## src/rtl/alu_dispatch.sv

```systemverilog
// Two-stage issue/collect front end for the RISC-V ALU: decodes ALUOp/funct into ALUControl.
// Latency 2 cycles, 1 op/cycle; a stalled result holds both stages and drops in_ready once S1 is full.
module alu_dispatch (
   input  logic        clk,
   input  logic        reset,
   input  logic        in_valid,
   output logic        in_ready,
   input  logic [1:0]  in_alu_op,
   input  logic [2:0]  in_funct3,
   input  logic        in_funct7b5,
   input  logic        in_op5,
   input  logic [31:0] in_a,
   input  logic [31:0] in_b,
   output logic [31:0] alu_src_a,
   output logic [31:0] alu_src_b,
   output logic [2:0]  alu_control,
   input  logic [31:0] alu_result,
   input  logic        alu_zero,
   output logic        out_valid,
   input  logic        out_ready,
   output logic [31:0] out_result,
   output logic        out_zero,
   output logic        out_taken,
   output logic        out_illegal,
   output logic [31:0] op_count
);

   localparam logic [2:0] CTL_ADD = 3'b000;
   localparam logic [2:0] CTL_SUB = 3'b001;
   localparam logic [2:0] CTL_AND = 3'b010;
   localparam logic [2:0] CTL_OR  = 3'b011;
   localparam logic [2:0] CTL_SRL = 3'b101;
   localparam logic [2:0] CTL_ILL = 3'b111;

   typedef enum logic [1:0] {BR_NONE, BR_EQ, BR_NE} br_kind_e;

   logic        s1_valid;
   br_kind_e    s1_br;
   logic        s1_illegal;

   logic [2:0]  dec_ctrl;
   br_kind_e    dec_br;
   logic        dec_illegal;
   logic [31:0] dec_src_b;
   logic        s2_taken;
   logic        s2_load;
   logic        accept;

   always_comb begin
      dec_ctrl = CTL_ILL;
      dec_br   = BR_NONE;
      case (in_alu_op)
         2'b00: dec_ctrl = CTL_ADD;
         2'b01: begin
            case (in_funct3)
               3'b000: begin dec_ctrl = CTL_SUB; dec_br = BR_EQ; end
               3'b001: begin dec_ctrl = CTL_SUB; dec_br = BR_NE; end
               default: ;
            endcase
         end
         2'b10: begin
            case (in_funct3)
               3'b000: dec_ctrl = (in_op5 & in_funct7b5) ? CTL_SUB : CTL_ADD;
               3'b111: dec_ctrl = CTL_AND;
               3'b110: dec_ctrl = CTL_OR;
               // funct7b5=1 here is sra, which the ALU does not implement
               3'b101: if (!in_funct7b5) dec_ctrl = CTL_SRL;
               default: ;
            endcase
         end
         default: ;
      endcase
      dec_illegal = (dec_ctrl == CTL_ILL);
      dec_src_b   = (dec_ctrl == CTL_SRL) ? {27'b0, in_b[4:0]} : in_b;
   end

   always_comb begin
      case (s1_br)
         BR_EQ:   s2_taken = alu_zero;
         BR_NE:   s2_taken = ~alu_zero;
         default: s2_taken = 1'b0;
      endcase
   end

   assign s2_load  = s1_valid & (~out_valid | out_ready);
   assign in_ready = ~s1_valid | s2_load;
   assign accept   = in_valid & in_ready;

   always_ff @(posedge clk) begin
      if (reset) begin
         s1_valid    <= 1'b0;
         s1_br       <= BR_NONE;
         s1_illegal  <= 1'b0;
         alu_src_a   <= '0;
         alu_src_b   <= '0;
         alu_control <= CTL_ILL;
         out_valid   <= 1'b0;
         out_result  <= '0;
         out_zero    <= 1'b0;
         out_taken   <= 1'b0;
         out_illegal <= 1'b0;
         op_count    <= '0;
      end else begin
         if (accept) begin
            s1_valid    <= 1'b1;
            s1_br       <= dec_br;
            s1_illegal  <= dec_illegal;
            alu_src_a   <= in_a;
            alu_src_b   <= dec_src_b;
            alu_control <= dec_ctrl;
         end else if (s2_load) begin
            s1_valid <= 1'b0;
         end

         if (s2_load) begin
            out_valid   <= 1'b1;
            out_result  <= alu_result;
            out_zero    <= alu_zero;
            out_taken   <= s2_taken;
            out_illegal <= s1_illegal;
         end else if (out_ready) begin
            out_valid <= 1'b0;
         end

         if (out_valid & out_ready) op_count <= op_count + 32'd1;
      end
   end

endmodule
```

## config.mk

```make
export PLATFORM = sky130hd
export DESIGN_NAME = alu_dispatch
export DESIGN_NICKNAME = d
export VERILOG_FILES = /design/src/rtl/alu_dispatch.sv
export SDC_FILE = /design/constraint.sdc
export NUM_CORES = 1
export LEC_CHECK = 0
export BUFFER_PORTS_ARGS = -buffer_cell sky130_fd_sc_hd__buf_4
export CORE_UTILIZATION = 35
export CTS_CLUSTER_DIAMETER = 60
export DETAILED_ROUTE_END_ITERATION = 10
export PLACE_DENSITY = 0.66
export SETUP_SLACK_MARGIN = 0.1
export SYNTH_ARGS = -nofsm -noshare
export SYNTH_HDL_FRONTEND = slang
export SYNTH_SLANG_ARGS = --single-unit
export TNS_END_PERCENT = 50
```

## constraint.sdc

```tcl
create_clock -name clk -period 4.4 [get_ports clk]
set_input_delay 0.44 -clock clk [delete_from_list [all_inputs] [get_ports clk]]
set_output_delay 0.44 -clock clk [all_outputs]
set_load 0.02 [all_outputs]
```

== Yosys cells after proc, flatten, opt, wreduce, memory -nomap -nowiden ==
Cells that the tools add are included.
Widths: inputs -> output; s select.
Storage, ports and cells
  bits in registers: 139
  latch bits: 0
  RAM bits: 0
  ROM bits: 0
  bits of input ports: 108
  output and inout port bits: 136
  logic and storage cells: 50
  memories: 0
Cells by class
  add/sub/neg operators: 1
  multipliers: 0
  divide/modulo/power cells: 0
  order comparisons: 0
  equal/unequal tests: 10
  shifts and indexed selects: 0
  multiplexer cells: 13
  bitwise logic cells: 9
  reductions and logical operators: 5
Operators by type and width (count)
  $add 32x1->32 const B: 1
  $mux 32: 1
  $eq 3x3->1 const B: 5
  $pmux 3 s4: 1
  $pmux 3 s3: 1
  $mux 1: 5
  $and 1x1->1: 4
  $eq 2x1->1 const B: 2
  $eq 2x2->1 const B: 2
  $mux 2: 2
  $pmux 2 s2: 1
  $reduce_bool 2->1: 2
  $eq 3x1->1 const B: 1
  $logic_not 3->1: 1
  $mux 3: 1
  $not 1->1: 3
  $logic_not 2->1: 1
  $or 1x1->1: 2
  $pmux 1 s2: 1
  $reduce_or 2->1: 1

== Depth between registers and ports, before layout ==
Gate-level depths: netlist of run 1.
  depth in word-level cells: 6
  depth in mapped cells: 7

== Worst setup path after synthesis of run 1 ==
No wires, ideal clock.
  kind: reg2reg
  start: register op_count[9]
  end: register op_count[30]
  library setup time: 121 ps
  arrival: 1900 ps
  slack: 2379 ps
  stages on the path, launching flop included: 7
  clock period less this slack: 2021 ps
  cells stage by stage: dfxtp_1 nand4_2 or3_1 buf_2 buf_6 nor4_1 mux2_2
On the way
  cells in the longest elaborated chain, start to end: 1
RTL lines
  start, declared: line 25  | output logic [31:0] op_count
  start signal, assigned: line 125  | if (out_valid & out_ready) op_count <= op_count + 32'd1;
  $add 32x1->32: line 125
No other way between the ends.
A chain may end at the register's enable or synchronous reset.

== Worst setup path in the final report of run 1 ==
  start: register op_count[8]
  end: register op_count[30]
The elaborated chain is that of the path after synthesis.

==> impl_results.md, run 1 <==
- Buffers inserted during post-CTS setup optimization: 0
- Total power: roughly 3.2 mW
- Data arrival time at the worst-slack endpoint: between 2 and 2.5 ns
- Routed WL per cell: between 10 and 15 um
- Max incr delay on CP: between 0.6 and 0.7 ns
- TritonCTS clock tree: built
- Setup clock skew after layout: 0.00875 ns
- Crit-path cells: nand4_2, or3_1, nor4_1, mux2_2
- Final worst slack: 2.23 ns
- Filler Cell Count: 1387
- Cells after DPL: roughly 1k
- Peak clock frequency supported by timing: around 460 MHz
- Multi-input combinational cell area: 0.00225 sq mm
- Die ar.: between 0.015 and 0.02 sq mm
- Count of flip-flops with a built-in enable after synthesis: 0
- CTS Buf Count: 17
- Syn Area/Cell: approximately 8.6 sq um
- Final estimated routing congestion in global placement: roughly 0.8
- Primary flip-flop cell chosen by synthesis mapping: dfxtp_1
- Sum Neg Setup Slack: 0 ns
- Initial antenna violation count: 0
- DR vias: roughly 5.1k
- Remaining design rule violation count: 0
- HPWL reported at the end of detailed placement: about 10000 um
- Post-route design area: approximately 0.008 sq mm
- Total wirelength of the detailed-routed design: about 15000 um
- Hold-critical path endpoint: alu_src_b[13]$_SDFFE_PP0P_
- Largest net degree at the start of global routing: 74
- Startpoint of the lowest-slack hold path: in_b[13]
- Worst IR drop on VDD: about 0.38 mV
- Number of distinct library cells after synthesis: 44
- Final critical path time including I/O delays and setup: 2.17 ns
- R2r startpoint: op_count[8]$_SDFFE_PP0P_
- Crit path from: op_count[8]$_SDFFE_PP0P_
- Cell family contributing the most delay on the critical path: simple AND/OR/NAND/NOR gates
- DRC marker count from the first detailed-route iteration: about 210
- Cell leakage power: between 3 and 4 nW
- Hold path depth: 2
- # H-tree levels: 4
- Mean number of vias per cell: around 5
- Setup repair after global routing missed its margin: false
- Core outline area: ~0.015 sq mm
- Max-cap violations: 0
- Quantity of hold-fixing buffers added after cts: 0
- Die boundary width: between 100 and 150 um
- Final period utilization: ~49%
- Register area share after synthesis: between 50% and 60%
- Overall global routing resource usage: about 19%
- Cell area after placement: ~0.0072 sq mm
- Clock Path Buffers: 2
- Warnings, synthesis: 0
- Clock latency of the later-clocked register in the worst-skew pair: slightly above 0.4 ns
- Starting density of the core: a little over a third
- Clock transition at the registers of the reported paths: roughly 0.060 ns
- Pre-CTS setup slack: between 2 and 2.5 ns
- Clock sinks: ~140
- Share of flip-flops with an asynchronous set or reset: 0%
- CTS-repair resized insts: 0
- DIE HEIGHT: 124 um
- Commonest non-fill, non-tap cells in the layout: buf_4 (250), nand2_1 (159), dfxtp_1 (139)
- Critical Setup Path Class: reg -> reg
- Final non-filler cell total: approximately 1.0k
- Remaining max-slew budget at the tightest pin: roughly 45%
- Required arrival time at the worst endpoint: roughly 4.7 ns
- Port Buffer Count: around 240
- Element type at the critical path start: flop
- Mapped cell area: 0.00523 sq mm
- Number of search-and-repair iterations in the first detailed-routing pass: 4
- Reg2reg setup slack: around 2.2 ns
- Number of nets in the layout: approximately 950
- Crit-path slowest cell: or3_1
- Overflow left after global routing: 0
- Area delta synth->final: 49.5%
- Share of cells above drive strength 1: between 30% and 40%
- CP endpoint kind: flop
- CTS Root Buffer Type: clkbuf_16
- Buffers plus inverters on the worst setup path: 0
- WHS: ~0.24 ns
- Ant. Diodes: 0
- Top Ports: 244
- Most frequent standard cell in the layout excluding fill and tap cells: buf_4
- # setup viols final: 0
- Capturing point of the worst reg2reg path: op_count[30]$_SDFFE_PP0P_
- Gate Count Post-Synth: between 600 and 700
- Flop and latch count out of synthesis: about 140
- Sequential cell area in the final layout: 0.00278 sq mm
- Site Rows: 44
- Final number of hold-violating endpoints: 0
- First-pass GRT wire length: 23200 um
- Run status: complete, no violations
- Worst reg2reg path depth: 4
- Crit-path max FO: 25
- Slew at the pin closest to its max-slew limit: 0.818 ns
- Power per cell area: approximately 410 mW/mm^2
- Routed Antenna Nets: 0
- Worst hold-check path type: in -> reg
- Util after Layout: 53.8%
- Via count of the first global-routing pass: ~4.6k
- Final slew viol count: 0
- Post-Synthesis Net Count: a little over 700
## state kept, by name, indices dropped and copies added, names as in the netlist, 2 cells and up
| signal | count |
|---|---|
| out_result | 32 |
| op_count | 32 |
| alu_src_a | 32 |
| s1_br | 2 |
| alu_src_b | 32 |
| alu_control | 3 |
## layer usage
| layer | part of all wire, % | GRT usage (%) | vias to the layer above |
|---|---|---|---|
| li1 | - | - | 2575 |
| met1 | 43 | 22.3 | 2339 |
| met2 | 49 | 31.1 | 140 |
| met3 | 6.6 | 6.81 | 7 |
| met4 | 0.58 | 4.96 | 0 |
| met5 | 0 | 0 | - |
## where the power goes
part	switching (mW)	internal, mW
Combinational	0.186	0.167
Clock	0.582	0.961
Sequential	0.0298	1.31
Total	0.798	2.44
## synthesized netlist by cell type, types with 4 or more instances
master	number	area share (%)
o21ai_0	6	0.57
nor3_1	4	0.38
a22o_1	27	4.5
inv_1	10	0.72
o41ai_1	4	0.67
nand2_1	159	11
a21oi_1	94	9.0
xnor2_1	7	1.2
xor2_1	5	0.84
or4_1	10	1.4
nand3_1	12	1.1
nand4_1	6	0.72
or3_1	8	0.96
dfxtp_1	139	53
buf_2	5	0.48
and3_1	4	0.48
nor4_1	6	0.72
clkbuf_1	30	2.2
o31ai_1	8	1.1
nor2_1	25	1.8
## kinds of logic (layout without fill, tap and decap cells)
family | count (synthesis) | after routing | share of synthesized area [%]
simple gates | 256 | 256 | 22.6
compound gates | 148 | 148 | 17.4
flops | 139 | 139 | 53.2
buf+inv | 48 | 292 | 3.71
xor+xnor | 12 | 12 | 2.01
mux | 4 | 4 | 0.837
fa+ha+maj | 1 | 1 | 0.239
## worst max path at each step
| stage | depth (start not counted) | endpoint | slack (ns) |
|---|---|---|---|
| after floorplan | 6 | op_count[30]$_SDFFE_PP0P_ | 2.38 |
| final | 4 | op_count[30]$_SDFFE_PP0P_ | 2.23 |
| after detailed placement | 6 | alu_control[1]$_SDFFE_PP1P_ | 2.05 |
| after global placement | 6 | alu_control[1]$_SDFFE_PP1P_ | 2.08 |
| after CTS | 5 | alu_control[1]$_SDFFE_PP1P_ | 2.18 |
| after global routing | 5 | alu_control[1]$_SDFFE_PP1P_ | 2.00 |
## area by class of cell
class	count	area share [%]
Clock inverter	15	2.74
Timing Repair Buffer	250	24.0
Sequential cell	139	35.6
Tap cell	184	2.94
Clock buffer	17	5.44
Inverter	10	0.480
Multi-Input combinational cell	421	28.8
(Power assumes the default switching activity.)
==> run 2, diff against run 1 <==
Clock period 4.4 ns to 2 ns, I/O delays scaled along.
==> impl_results.md, run 2 (synthesized netlist as in run 1, its figures left out) <==
- Overall global routing resource usage: about a fifth
- Crit-path slowest cell: or4_4
- HPWL reported at the end of detailed placement: about 11000 um
- WP depth: 5
- CTS Buf Count: 17
- First-pass GRT wire length: roughly 25000 um
- Via count of the first global-routing pass: roughly 5.0k
- Peak clock frequency supported by timing: around 540 MHz
- # H-tree levels: 4
- DR vias: 5242
- Power per cell area: ~830 mW/mm^2
- Setup clock skew after layout: 0.00735 ns
- Slew at the pin closest to its max-slew limit: between 0.4 and 0.5 ns
- Port Buffer Count: 243
- Die ar.: 0.0154 sq mm
- Starting density of the core: between 30% and 40%
- Final slew viol count: 0
- Remaining max-slew budget at the tightest pin: between 70% and 80%
- Largest net degree at the start of global routing: 40
- Top Ports: between 200 and 250
- DRC marker count from the first detailed-route iteration: approximately 230
- Area delta synth->final: 58.3%
- Overflow left after global routing: 0
- Initial antenna violation count: 0
- Commonest non-fill, non-tap cells in the layout: buf_4 (269), nand2_1 (159), dfxtp_1 (121)
- # setup viols final: 0
- CP endpoint kind: flop
- Number of search-and-repair iterations in the first detailed-routing pass: 4
- Remaining design rule violation count: 0
- Number of nets in the layout: 995
- Core outline area: 0.0145 sq mm
- Worst reg2reg path depth: 5
- Cell leakage power: 3.56 nW
- Clock Path Buffers: 2
- Ant. Diodes: 0
- Data arrival time at the worst-slack endpoint: between 2 and 2.5 ns
- DIE HEIGHT: 124 um
- Final non-filler cell total: ~1.1k
- CTS Root Buffer Type: clkbuf_16
- Setup repair after global routing missed its margin: true
- Site Rows: 44
- Cells after DPL: approximately 1k
- Run status: complete, no violations
- Crit-path max FO: 4
- Final period utilization: 92.2%
- Buffers plus inverters on the worst setup path: 1
- Routed WL per cell: 14.2 um
- Clock sinks: 139
- Critical Setup Path Class: reg -> reg
- Most frequent standard cell in the layout excluding fill and tap cells: buf_4
- Filler Cell Count: about 1.4k
- Final critical path time including I/O delays and setup: ~1.8 ns
- Crit-path cells: nand4_2, buf_4, or4_4, nor3_2, mux2_2
- Required arrival time at the worst endpoint: ~2.3 ns
- Mean number of vias per cell: 4.84
- Max-cap violations: 0
- Routed Antenna Nets: 0
- Worst hold-check path type: in -> reg
- TritonCTS clock tree: built
- Die boundary width: around 120 um
- Total wirelength of the detailed-routed design: about 15000 um
- Cell family contributing the most delay on the critical path: simple AND/OR/NAND/NOR gates
- Clock transition at the registers of the reported paths: around 0.060 ns
- Clock latency of the later-clocked register in the worst-skew pair: between 0.4 and 0.5 ns
- Final number of hold-violating endpoints: 0
- Final estimated routing congestion in global placement: roughly 0.86
- Max incr delay on CP: 0.55 ns
- Hold path depth: 3
- Share of cells above drive strength 1: a little under two fifths
- Element type at the critical path start: flop
- Sum Neg Setup Slack: 0 ns
- Worst IR drop on VDD: roughly 0.64 mV
## run 2: changes by cell type in the layout (fill, tap and decap cells not counted), sizes merged
cell         delta
buf            +21
bufinv          -2
clkbuf          +1
clkinv          -2
clkinvlp        +4
dlygate4sd3    +26
inv             -2
## run 2: cell type report
type / instances / area [sq um] / area share (%)
Clock buffer: 18 / 439 / 5.31
Clock inverter: 13 / 145 / 1.75
Inverter: 10 / 37.5 / 0.454
Multi-Input combinational cell: 421 / 2300 / 27.8
Sequential cell: 139 / 2810 / 33.9
Tap cell: 184 / 230 / 2.78
Timing Repair Buffer: 297 / 2320 / 28.0
## run 2: through the flow
stage	util (%)	setup slack (ns)	hold slack [ns]	cell area [sq um]	total power [mW]
after floorplan	-	0.103	0.329	5250	3.38
after global placement	50.7	0.0791	0.415	7370	3.81
after detailed placement	50.7	0.0515	0.421	7370	3.81
after CTS	56.6	0.0580	0.00481	8220	6.98
after global routing	56.9	0.0794	0.00326	8280	7.16
final	56.9	0.155	0.0245	8280	6.90
## run 2: where the power goes
part / switching [mW] / leakage, nW / internal, mW
Sequential: 0.0656 / 1.15 / 2.89
Clock: 1.24 / 0.267 / 1.87
Combinational: 0.426 / 2.15 / 0.411
Total: 1.73 / 3.56 / 5.17
## run 2: tightest hold or removal path: stages
cell and delay [ns]:
buf_4 0.11, nand2_1 0.04, a21oi_1 0.05
## run 2: repair_timing
action	4_1_cts	5_1_grt
buffers inserted	0	1
gates resized for setup	1	12
cloned	0	0
hold buffers	26	0
pin swaps	0	3
endpoints found under the hold margin	26	0
endpoints found under the setup margin	6	10
## run 2: path summary, 6_finish.rpt
kind	start	slack, ns	endpoint
max	op_count[11]$_SDFFE_PP0P_	0.16	op_count[31]$_SDFFE_PP0P_
min reg2reg	out_result[2]$_SDFFE_PP0P_	0.45	out_result[2]$_SDFFE_PP0P_
min	in_a[28]	0.02	alu_src_a[28]$_SDFFE_PP0P_
max reg2reg	op_count[11]$_SDFFE_PP0P_	0.16	op_count[31]$_SDFFE_PP0P_
## run 2: metal layers
layer / wire [um] / track usage, % / vias up
met5: 0 / 0 / -
met4: 316 / 8.22 / 0
met3: 1100 / 6.81 / 22
met2: 7140 / 31.9 / 183
met1: 6800 / 24.0 / 2384
li1: - / - / 2653
